--- config.mk ---
export PLATFORM = sky130hd
export DESIGN_NAME = sd_cmd_pkt_seq
export DESIGN_NICKNAME = d
export VERILOG_FILES = /design/src/rtl/sd_cmd_pkt_seq.sv
export SDC_FILE = /design/constraint.sdc
export NUM_CORES = 2
export LEC_CHECK = 0
export ABC_AREA = 1
export CORE_MARGIN = 5
export CORE_UTILIZATION = 65
export DETAILED_ROUTE_END_ITERATION = 8
export MAX_ROUTING_LAYER = met4
export PLACE_DENSITY = 0.82
export SLEW_MARGIN = 20
export SYNTH_ARGS = -nofsm -noshare
export SYNTH_HDL_FRONTEND = slang
export SYNTH_SLANG_ARGS = --single-unit
--- constraint.sdc ---
create_clock -name i_clk -period 3.45 [get_ports i_clk]
set_clock_uncertainty 0.15 [all_clocks]
set_input_delay 0.5175 -clock i_clk [delete_from_list [all_inputs] [get_ports i_clk]]
set_output_delay 0.5175 -clock i_clk [all_outputs]
set_load 0.02 [all_outputs]
--- src/rtl/sd_cmd_pkt_seq.sv ---
// ---------------------------------------------------------------------------------------------
// sd_cmd_pkt_seq
//
// Purpose:
//   Holds a writable table of SD CMD-line packets, one packet per fixed-size slot. The init or
//   transfer FSM selects a slot with cmd_sel/cmd_load and kicks it off with start. The packet
//   bytes are then streamed to the CMD line shifter over a valid/ready handshake. Bytes 1..4
//   (the 32-bit argument, MSB first) can be replaced by arg_data on a per-packet basis.
//
// Optional feature (macro SDPKT_CRC7_EN):
//   When defined, CRC7 (x^7+x^3+1, init 0) is accumulated over bytes 0..PKT_BYTES-2 exactly as
//   they are output, and the final byte is replaced by {crc7, 1'b1}. When undefined, the final
//   byte is taken from the table and no CRC logic exists.
//
// Parameters (legal ranges):
//   PKT_BYTES  : bytes per packet, 6 <= PKT_BYTES <= SLOT_BYTES
//   SLOT_BYTES : table stride per slot, power of two
//   NUM_CMDS   : number of slots
//   SEL_W      : cmd_sel width, >= clog2(NUM_CMDS)
//   ADDR_W     : table address width, NUM_CMDS*SLOT_BYTES <= 2**ADDR_W
//
// Ports:
//   i_clk        : clock, rising edge
//   i_reset      : synchronous active-high reset (table contents are kept)
//   i_cmd_sel    : command slot index
//   i_cmd_load   : latch base = cmd_sel*SLOT_BYTES (IDLE only)
//   i_start      : begin streaming the loaded slot (IDLE only)
//   i_arg_en     : sampled with start, override bytes 1..4 with i_arg_data
//   i_arg_data   : argument, byte1 = [31:24]
//   i_tbl_we     : table write strobe (IDLE only, dropped while busy)
//   i_tbl_waddr  : table write address
//   i_tbl_wdata  : table write data
//   o_pkt_data   : current packet byte
//   o_pkt_valid  : o_pkt_data valid
//   i_pkt_ready  : consumer accepts byte on valid & ready
//   o_pkt_last   : high with the final byte of the packet
//   o_busy       : high in every state except IDLE
//   o_done       : one-cycle pulse after the last byte is accepted
//   o_sel_err    : one-cycle pulse on an out-of-range cmd_sel load
// ---------------------------------------------------------------------------------------------
module sd_cmd_pkt_seq #(
    parameter int unsigned PKT_BYTES  = 6,
    parameter int unsigned SLOT_BYTES = 8,
    parameter int unsigned NUM_CMDS   = 32,
    parameter int unsigned SEL_W      = 5,
    parameter int unsigned ADDR_W     = 8
) (
    input  logic              i_clk,
    input  logic              i_reset,
    input  logic [SEL_W-1:0]  i_cmd_sel,
    input  logic              i_cmd_load,
    input  logic              i_start,
    input  logic              i_arg_en,
    input  logic [31:0]       i_arg_data,
    input  logic              i_tbl_we,
    input  logic [ADDR_W-1:0] i_tbl_waddr,
    input  logic [7:0]        i_tbl_wdata,
    output logic [7:0]        o_pkt_data,
    output logic              o_pkt_valid,
    input  logic              i_pkt_ready,
    output logic              o_pkt_last,
    output logic              o_busy,
    output logic              o_done,
    output logic              o_sel_err
);

    localparam int unsigned CNT_W = $clog2(SLOT_BYTES);
    localparam int unsigned DEPTH = 2 ** ADDR_W;
    localparam logic [CNT_W-1:0] LAST_CNT = CNT_W'(PKT_BYTES - 1);

    typedef enum logic [2:0] {StIdle, StFetch, StLoad, StStream, StDone} state_t;

    state_t            r_state;
    logic [ADDR_W-1:0] r_base;
    logic [CNT_W-1:0]  r_count;
    logic [7:0]        r_pkt_data;
    logic              r_pkt_valid;
    logic              r_pkt_last;
    logic              r_sel_err;
    logic              r_arg_en;
    logic [31:0]       r_arg_data;
    logic [7:0]        r_rd_data;
    logic [7:0]        r_tbl [DEPTH];

    state_t            w_state_next;
    logic [ADDR_W-1:0] w_base_next;
    logic [CNT_W-1:0]  w_count_next;
    logic [7:0]        w_pkt_data_next;
    logic              w_pkt_valid_next;
    logic              w_pkt_last_next;
    logic              w_sel_err_next;
    logic              w_arg_en_next;
    logic [31:0]       w_arg_data_next;
    logic              w_rd_en;
    logic              w_tbl_we;
    logic [ADDR_W-1:0] w_rd_addr;
    logic [ADDR_W-1:0] w_sel_base;
    logic              w_sel_ok;
    logic [7:0]        w_arg_byte;
    logic              w_is_arg;
    logic [7:0]        w_load_byte;

    // base+count wraps modulo 2**ADDR_W; count never passes SLOT_BYTES-1
    assign w_rd_addr  = r_base + ADDR_W'(r_count);
    assign w_sel_base = ADDR_W'(i_cmd_sel) << CNT_W;
    assign w_sel_ok   = 32'(i_cmd_sel) < NUM_CMDS;
    assign w_is_arg   = r_arg_en && (r_count >= CNT_W'(1)) && (r_count <= CNT_W'(4));

    always_comb begin
        unique case (r_count)
            CNT_W'(1): w_arg_byte = r_arg_data[31:24];
            CNT_W'(2): w_arg_byte = r_arg_data[23:16];
            CNT_W'(3): w_arg_byte = r_arg_data[15:8];
            default:   w_arg_byte = r_arg_data[7:0];
        endcase
    end

`ifdef SDPKT_CRC7_EN
    logic [6:0] r_crc;

    function automatic logic [6:0] crc7_byte(input logic [6:0] crc_in, input logic [7:0] data);
        logic [6:0] c;
        logic       fb;
        c = crc_in;
        for (int i = 7; i >= 0; i--) begin
            fb = c[6] ^ data[i];
            c  = {c[5:0], 1'b0};
            if (fb) begin
                c = c ^ 7'h09;
            end
        end
        return c;
    endfunction

    always_comb begin
        w_load_byte = w_is_arg ? w_arg_byte : r_rd_data;
        if (r_count == LAST_CNT) begin
            w_load_byte = {r_crc, 1'b1};
        end
    end

    // Accumulates on each LOAD of bytes 0..PKT_BYTES-2, so it is complete by the final LOAD
    always_ff @(posedge i_clk) begin
        if (i_reset) begin
            r_crc <= '0;
        end else if (r_state == StIdle && i_start) begin
            r_crc <= '0;
        end else if (r_state == StLoad && r_count != LAST_CNT) begin
            r_crc <= crc7_byte(r_crc, w_load_byte);
        end
    end
`else
    always_comb begin
        w_load_byte = w_is_arg ? w_arg_byte : r_rd_data;
    end
`endif

    always_comb begin
        w_state_next     = r_state;
        w_base_next      = r_base;
        w_count_next     = r_count;
        w_pkt_data_next  = r_pkt_data;
        w_pkt_valid_next = r_pkt_valid;
        w_pkt_last_next  = r_pkt_last;
        w_sel_err_next   = 1'b0;
        w_arg_en_next    = r_arg_en;
        w_arg_data_next  = r_arg_data;
        w_rd_en          = 1'b0;
        w_tbl_we         = 1'b0;

        unique case (r_state)
            StIdle: begin
                w_tbl_we = i_tbl_we;
                if (i_cmd_load) begin
                    if (w_sel_ok) begin
                        w_base_next = w_sel_base;
                    end else begin
                        w_base_next    = '0;
                        w_sel_err_next = 1'b1;
                    end
                end
                // A same-cycle load lands in r_base before FETCH reads it
                if (i_start) begin
                    w_arg_en_next   = i_arg_en;
                    w_arg_data_next = i_arg_data;
                    w_count_next    = '0;
                    w_state_next    = StFetch;
                end
            end
            StFetch: begin
                w_rd_en      = 1'b1;
                w_state_next = StLoad;
            end
            StLoad: begin
                w_pkt_data_next  = w_load_byte;
                w_pkt_valid_next = 1'b1;
                w_pkt_last_next  = (r_count == LAST_CNT);
                w_state_next     = StStream;
            end
            StStream: begin
                if (r_pkt_valid && i_pkt_ready) begin
                    w_pkt_valid_next = 1'b0;
                    w_pkt_last_next  = 1'b0;
                    if (r_pkt_last) begin
                        w_state_next = StDone;
                    end else begin
                        w_count_next = r_count + CNT_W'(1);
                        w_state_next = StFetch;
                    end
                end
            end
            StDone: begin
                w_state_next = StIdle;
            end
            default: begin
                w_state_next = StIdle;
            end
        endcase
    end

    always_ff @(posedge i_clk) begin
        if (i_reset) begin
            r_state     <= StIdle;
            r_base      <= '0;
            r_count     <= '0;
            r_pkt_data  <= '0;
            r_pkt_valid <= 1'b0;
            r_pkt_last  <= 1'b0;
            r_sel_err   <= 1'b0;
            r_arg_en    <= 1'b0;
            r_arg_data  <= '0;
        end else begin
            r_state     <= w_state_next;
            r_base      <= w_base_next;
            r_count     <= w_count_next;
            r_pkt_data  <= w_pkt_data_next;
            r_pkt_valid <= w_pkt_valid_next;
            r_pkt_last  <= w_pkt_last_next;
            r_sel_err   <= w_sel_err_next;
            r_arg_en    <= w_arg_en_next;
            r_arg_data  <= w_arg_data_next;
        end
    end

    // Packet table: not reset, write only in IDLE, registered read
    always_ff @(posedge i_clk) begin
        if (w_tbl_we) begin
            r_tbl[i_tbl_waddr] <= i_tbl_wdata;
        end
        if (w_rd_en) begin
            r_rd_data <= r_tbl[w_rd_addr];
        end
    end

    assign o_pkt_data  = r_pkt_data;
    assign o_pkt_valid = r_pkt_valid;
    assign o_pkt_last  = r_pkt_last;
    assign o_busy      = (r_state != StIdle);
    assign o_done      = (r_state == StDone);
    assign o_sel_err   = r_sel_err;

endmodule
* Word-level counts from Yosys, hierarchy flattened
Memories as Yosys holds them, arrays and structs flattened. A register that Yosys moved wholly into a read port is not among the register bits. Index checks and enable logic that the tools add are counted.
Cells by class: $add $sub $neg 2, $mul 0, divide/modulo/power cells 0, order comparisons 2, eq/ne operators 11, shift operators 0, muxes and demuxes 17, bitwise gates (word level) 0, reductions and logical operators 12
Operator list (number):
- $pmux W8 S3 | 1
- $mux W3 | 6
- $eq A3 B2 Y1 const B | 4
- $pmux W3 S4 | 1
- $add A8 B3 Y8 | 1
- $mux W8 | 1
- $reduce_and A2 Y1 | 4
- $eq A3 B1 Y1 const B | 2
- $eq A3 B3 Y1 const B | 2
- $ne A2 B2 Y1 const B | 3
- $pmux W3 S2 | 1
- $mux W1 | 5
- $pmux W1 S2 | 2
- $reduce_and A4 Y1 | 1
- $reduce_bool A2 Y1 | 2
- $add A3 B1 Y3 const B | 1
- $ge A3 B1 Y1 const B | 1
- $le A3 B3 Y1 const B | 1
- $logic_and A1 B1 Y1 | 3
- $logic_not A3 Y1 | 1
- $reduce_bool A3 Y1 | 1
Word-level totals: flip-flop bits (word level) 54, latch bits 0, memory bits (writable) 2048, ROM bits 0, memories kept 1
Memory list:
- r_tbl | depth 256, width 8, rd ports 1, clocked after Yosys merged registers in 1, wr ports 1, RTL line 83 | logic [7:0] r_tbl [DEPTH];

* Logic depth before layout (Yosys ltp)
depth in word-level cells 4, mapped depth 15

* Worst setup path before layout
OpenSTA, ideal clock, no wires.
kind reg2reg, from register r_state[1], to memory r_tbl[102][0] (enable), library setup time 0.370 ns, arrival 1.678 ns, required time 2.930 ns, path slack 1.252 ns, stages on the path, launching flop included 9, clock period less this slack 2.198 ns, cells stage by stage dfxtp_1 > inv_2 > nand2_1 > nor2_2 > nand2_1 > nor3_2 > nand2_1 > clkbuf_1 > nor2_1
On the way: cells in the longest elaborated chain, start to end 4
RTL lines:
- from (decl) | RTL line 73 | state_t r_state;
- from (signal assigned) | RTL line 223 | r_state <= StIdle;
- from (signal assigned) | RTL line 233 | r_state <= w_state_next;
- $logic_not A3 Y1 | RTL line 171 | unique case (r_state)
- $mux W1 | RTL line 171
- $mux W1 | RTL line 247 | if (w_tbl_we) begin
- $mux W1 (implied by the code) | RTL line 248 | r_tbl[i_tbl_waddr] <= i_tbl_wdata;
- to (decl) | RTL line 83
Every way passes these cells.

* Worst setup path after layout
from register r_count[0], to register r_rd_data[2] (read register of r_tbl), data pin
On the way: cells in the longest elaborated chain, start to end 1
RTL lines:
- from (decl) | RTL line 75 | logic [CNT_W-1:0] r_count;
- from (signal assigned) | RTL line 235 | r_count <= w_count_next;
- $add A8 B3 Y8 | RTL line 104 | assign w_rd_addr = r_base + ADDR_W'(r_count);
- to (decl) | RTL line 82 | logic [7:0] r_rd_data;
Every way passes these cells. A chain may end at the register's enable or synchronous reset.

==> flow_summary.yaml <==
outcome:
  status: "complete, but fails checks"
  violations: "DRC"
drt:
  firstDrtPassIters: 9
  vias: 60800
  drc: 3
  viasPerCell: 6.46
  detail-route-antenna-nets: 0
  routed_wl_um: 235000
  drt-initial-drc-count: 10300
  wl_per_cell_um: 24.9
floorplan:
  std_cell_rows: 133
  die_h_um: 373
  ioPinCount: 73
  start_util_pct: 65.3
  die_w_um: 373
  fp.coreArea_mm2: 0.131
  dieArea_mm2: 0.139
worst_hold_path:
  hold_path_class: "in -> reg"
  min_to: "r_tbl[171][0]"
  whs_path_depth: 1
  worstHoldStart: "i_tbl_wdata[0]"
cts:
  post-cts-setup-buffers: 0
  clkSinkCount: 2110
  cts_made_buffers: 198
  cts_tree: "yes"
  cts_root_buf: "clkbuf_16"
  clkTransAtPathRegs_ns: 0.06
  cts-htree-levels: 4
  cts_resized: 0
  insertion_delay_ns: 0.86
  clockBufferDepth: 3
  cts_hold_buffers: 0
worst_setup_path:
  startpoint_type: "flop"
  r2r_end: "r_rd_data[2]"
  path_max_fanout: 132
  crit_type: "reg -> reg"
  regToRegSetupSlack_ns: 0.34
  arrival_ns: 3.66
  endpoint_kind: "flop"
  cp_common_cell: "nand3_1"
  path_cells: "inv_16, buf_4, nand2_1, nand3_1, nand3_1, nand3_1, nand3_1, nand3_1, nand3_1, nand2_1, nand2_1, nand2_1"
  r2r_start: "r_count[0]"
  worstRegToRegCells: 12
  critPathRequiredTime_ns: 4.00
  cp_slowest_cell: "inv_16"
  cp_slowest_stage_delay_ns: 0.49
synthesis:
  ys_ff_latch: 2110
  synth_nets: 7331
  synth_compound_area_share_pct: 0.772
  synth_fa_ha_area_share_pct: 0.0731
  synth_cells: 7266
  synthMuxAreaShare_pct: 0
  ys_seq_area_share_pct: 73.4
  syn-mean-instance-area_um2: 11.8
  synth-simple-area-share_pct: 22.6
  yosysUniqueCellTypes: 28
  synth-xor-area-share_pct: 0
  syn-cell-area_mm2: 0.0856
  synth_top_family_by_area: "simple AND/OR/NAND/NOR gates"
  ys_warn_count: 0
placement:
  port_buffers: 71
  dp_hpwl_um: 137000
  pre_cts_ws_ns: 0.0649
  place_congestion: 0.955
power:
  p_leak_nw: 34.1
  powerDensity_mw_per_mm2: 621
  vdd_drop_max_v: 0.000612
sta:
  hold_viol_final: 0
  rsz0062_at_grt: "false"
  slew_headroom_pct: 21.8
  fmax_mhz: 321
  drv_slew: 0
  setup_viol: 0
  worst_pin_slew_ns: 1.17
  tns_ns: 0
  finalCriticalPeriod_ns: 3.11
  setup_slack_ns: 0.336
  final.period_utilization_pct: 90.3
finish:
  drive_gt1_share_pct: 9.90
  syn_to_final_growth_pct: 13.0
  num-nets-final: 7549
global_routing:
  grt_max_degree: 187
  grt_pass1_wl_um: 353000
  track_usage_pct: 34.3
  grt_overflow_total: 0
  antenna_found_initial: 8
  grt_pass1_vias: 59500
job:
  drv_cap: 0
==> worst max path at each step <==
stage	start	slack, ns	endpoint
6_report	r_count[0]	0.34	r_rd_data[2]
5_1_grt	r_count[0]	0.26	r_rd_data[4]
4_1_cts	r_count[0]	0.43	r_rd_data[2]
3_5_place_dp	i_tbl_waddr[0]	0.06	r_tbl[221][3]
3_3_place_gp	i_tbl_waddr[0]	0.09	r_tbl[221][3]
2_1_floorplan	r_state[1]	1.25	r_tbl[102][0]
==> Yosys cell counts <==
cell type,instances,area [um^2]
o22ai_1,8,50.1
ha_1,5,62.6
nor3_2,5,50.1
a21oi_1,68,340
clkinv_1,3,11.3
or2_2,1,6.26
inv_2,5,18.8
clkbuf_1,108,405
buf_8,1,15.0
a211oi_1,1,7.51
dfxtp_1,54,1080
buf_2,301,1510
inv_4,1,6.26
nand3_1,2026,10100
inv_1,51,191
a31oi_1,2,12.5
o21ai_0,43,215
buf_4,31,233
nor3_1,3,15.0
conb_1,1,3.75
nor2_1,274,1030
nor4_1,1,6.26
edfxtp_1,2056,61700
nand2_1,2151,8070
buf_6,12,135
buf_1,46,173
nor2_2,1,6.26
o21ai_1,7,35.0
==> state kept, by name (all words and copies together), names as in the netlist <==
signal,cells
o_pkt_data,8
o_pkt_last,1
o_pkt_valid,1
r_arg_data,32
r_arg_en,1
r_base,5
r_count,3
r_rd_data,8
r_state,3
r_tbl,2048
==> area by class of cell <==
| type | count | area, um^2 |
|---|---|---|
| Antenna cell | 9 | 22.5 |
| Clock buffer | 254 | 5230 |
| Clock inverter | 112 | 1060 |
| Fill cell | 7797 | 34500 |
| Inverter | 60 | 259 |
| Multi-Input combinational cell | 4597 | 20100 |
| Sequential cell | 2110 | 62800 |
| Tap cell | 1755 | 2200 |
| Timing Repair Buffer | 517 | 4970 |
==> kinds of logic after synthesis <==
logic type | Yosys count
adder cells (fa/ha/maj) | 5
buffers and inverters | 559
other | 1
AND/OR/NAND/NOR | 4462
AO/OA/AOI/OAI | 129
flip-flops | 2110
==> placed cells by master, fill, tap and decap left out, drive strengths merged, types with 9 or more instances in the layout <==
cell type,instances
a21oi,68
buf,454
bufinv,13
clkbuf,254
clkdlybuf4s50,63
clkinv,91
dfxtp,54
diode,9
edfxtp,2056
inv,62
nand2,2151
nand3,2026
nor2,275
o21ai,50
==> critical path: cells and delay by family (launching register included) <==
kind	cells	cell delay, ns
DFF	1	0.47
buffers and inverters	2	0.94
and+or+nand+nor	10	1.28
==> through the flow <==
| step | instances | total power (W) | instance area, um^2 | hold WS, ns | utilization, % |
|---|---|---|---|---|---|
| global route | 9412 | 0.0618 | 96700 | 0.0189 | 73.7 |
| floorplan | 7266 | 0.0351 | 85600 | 0.275 | - |
| global placement | 9039 | 0.0386 | 90400 | 0.282 | 68.9 |
| detailed placement | 9039 | 0.0389 | 90400 | 0.290 | 68.9 |
| finish | 9414 | 0.0600 | 96700 | 0.00615 | 73.7 |
| CTS | 9405 | 0.0597 | 96600 | 0.00307 | 73.7 |
==> layer usage <==
layer  GRT usage, %  up-vias  share of wire (%)
met1           43.4    28900                 34
met2           52.1     4887                 47
met3           9.29      836                 14
met4           16.5        0                5.2
li1               -    26200                  -
met5              -        -                  0
==> report_power, final <==
| part | internal [W] | leakage, nW | switching, W |
|---|---|---|---|
| logic | 0.00278 | 12.1 | 0.00738 |
| clock network | 0.0117 | 3.04 | 0.00941 |
| registers | 0.0284 | 18.9 | 0.000277 |
Power figures use the tool's default switching activity.
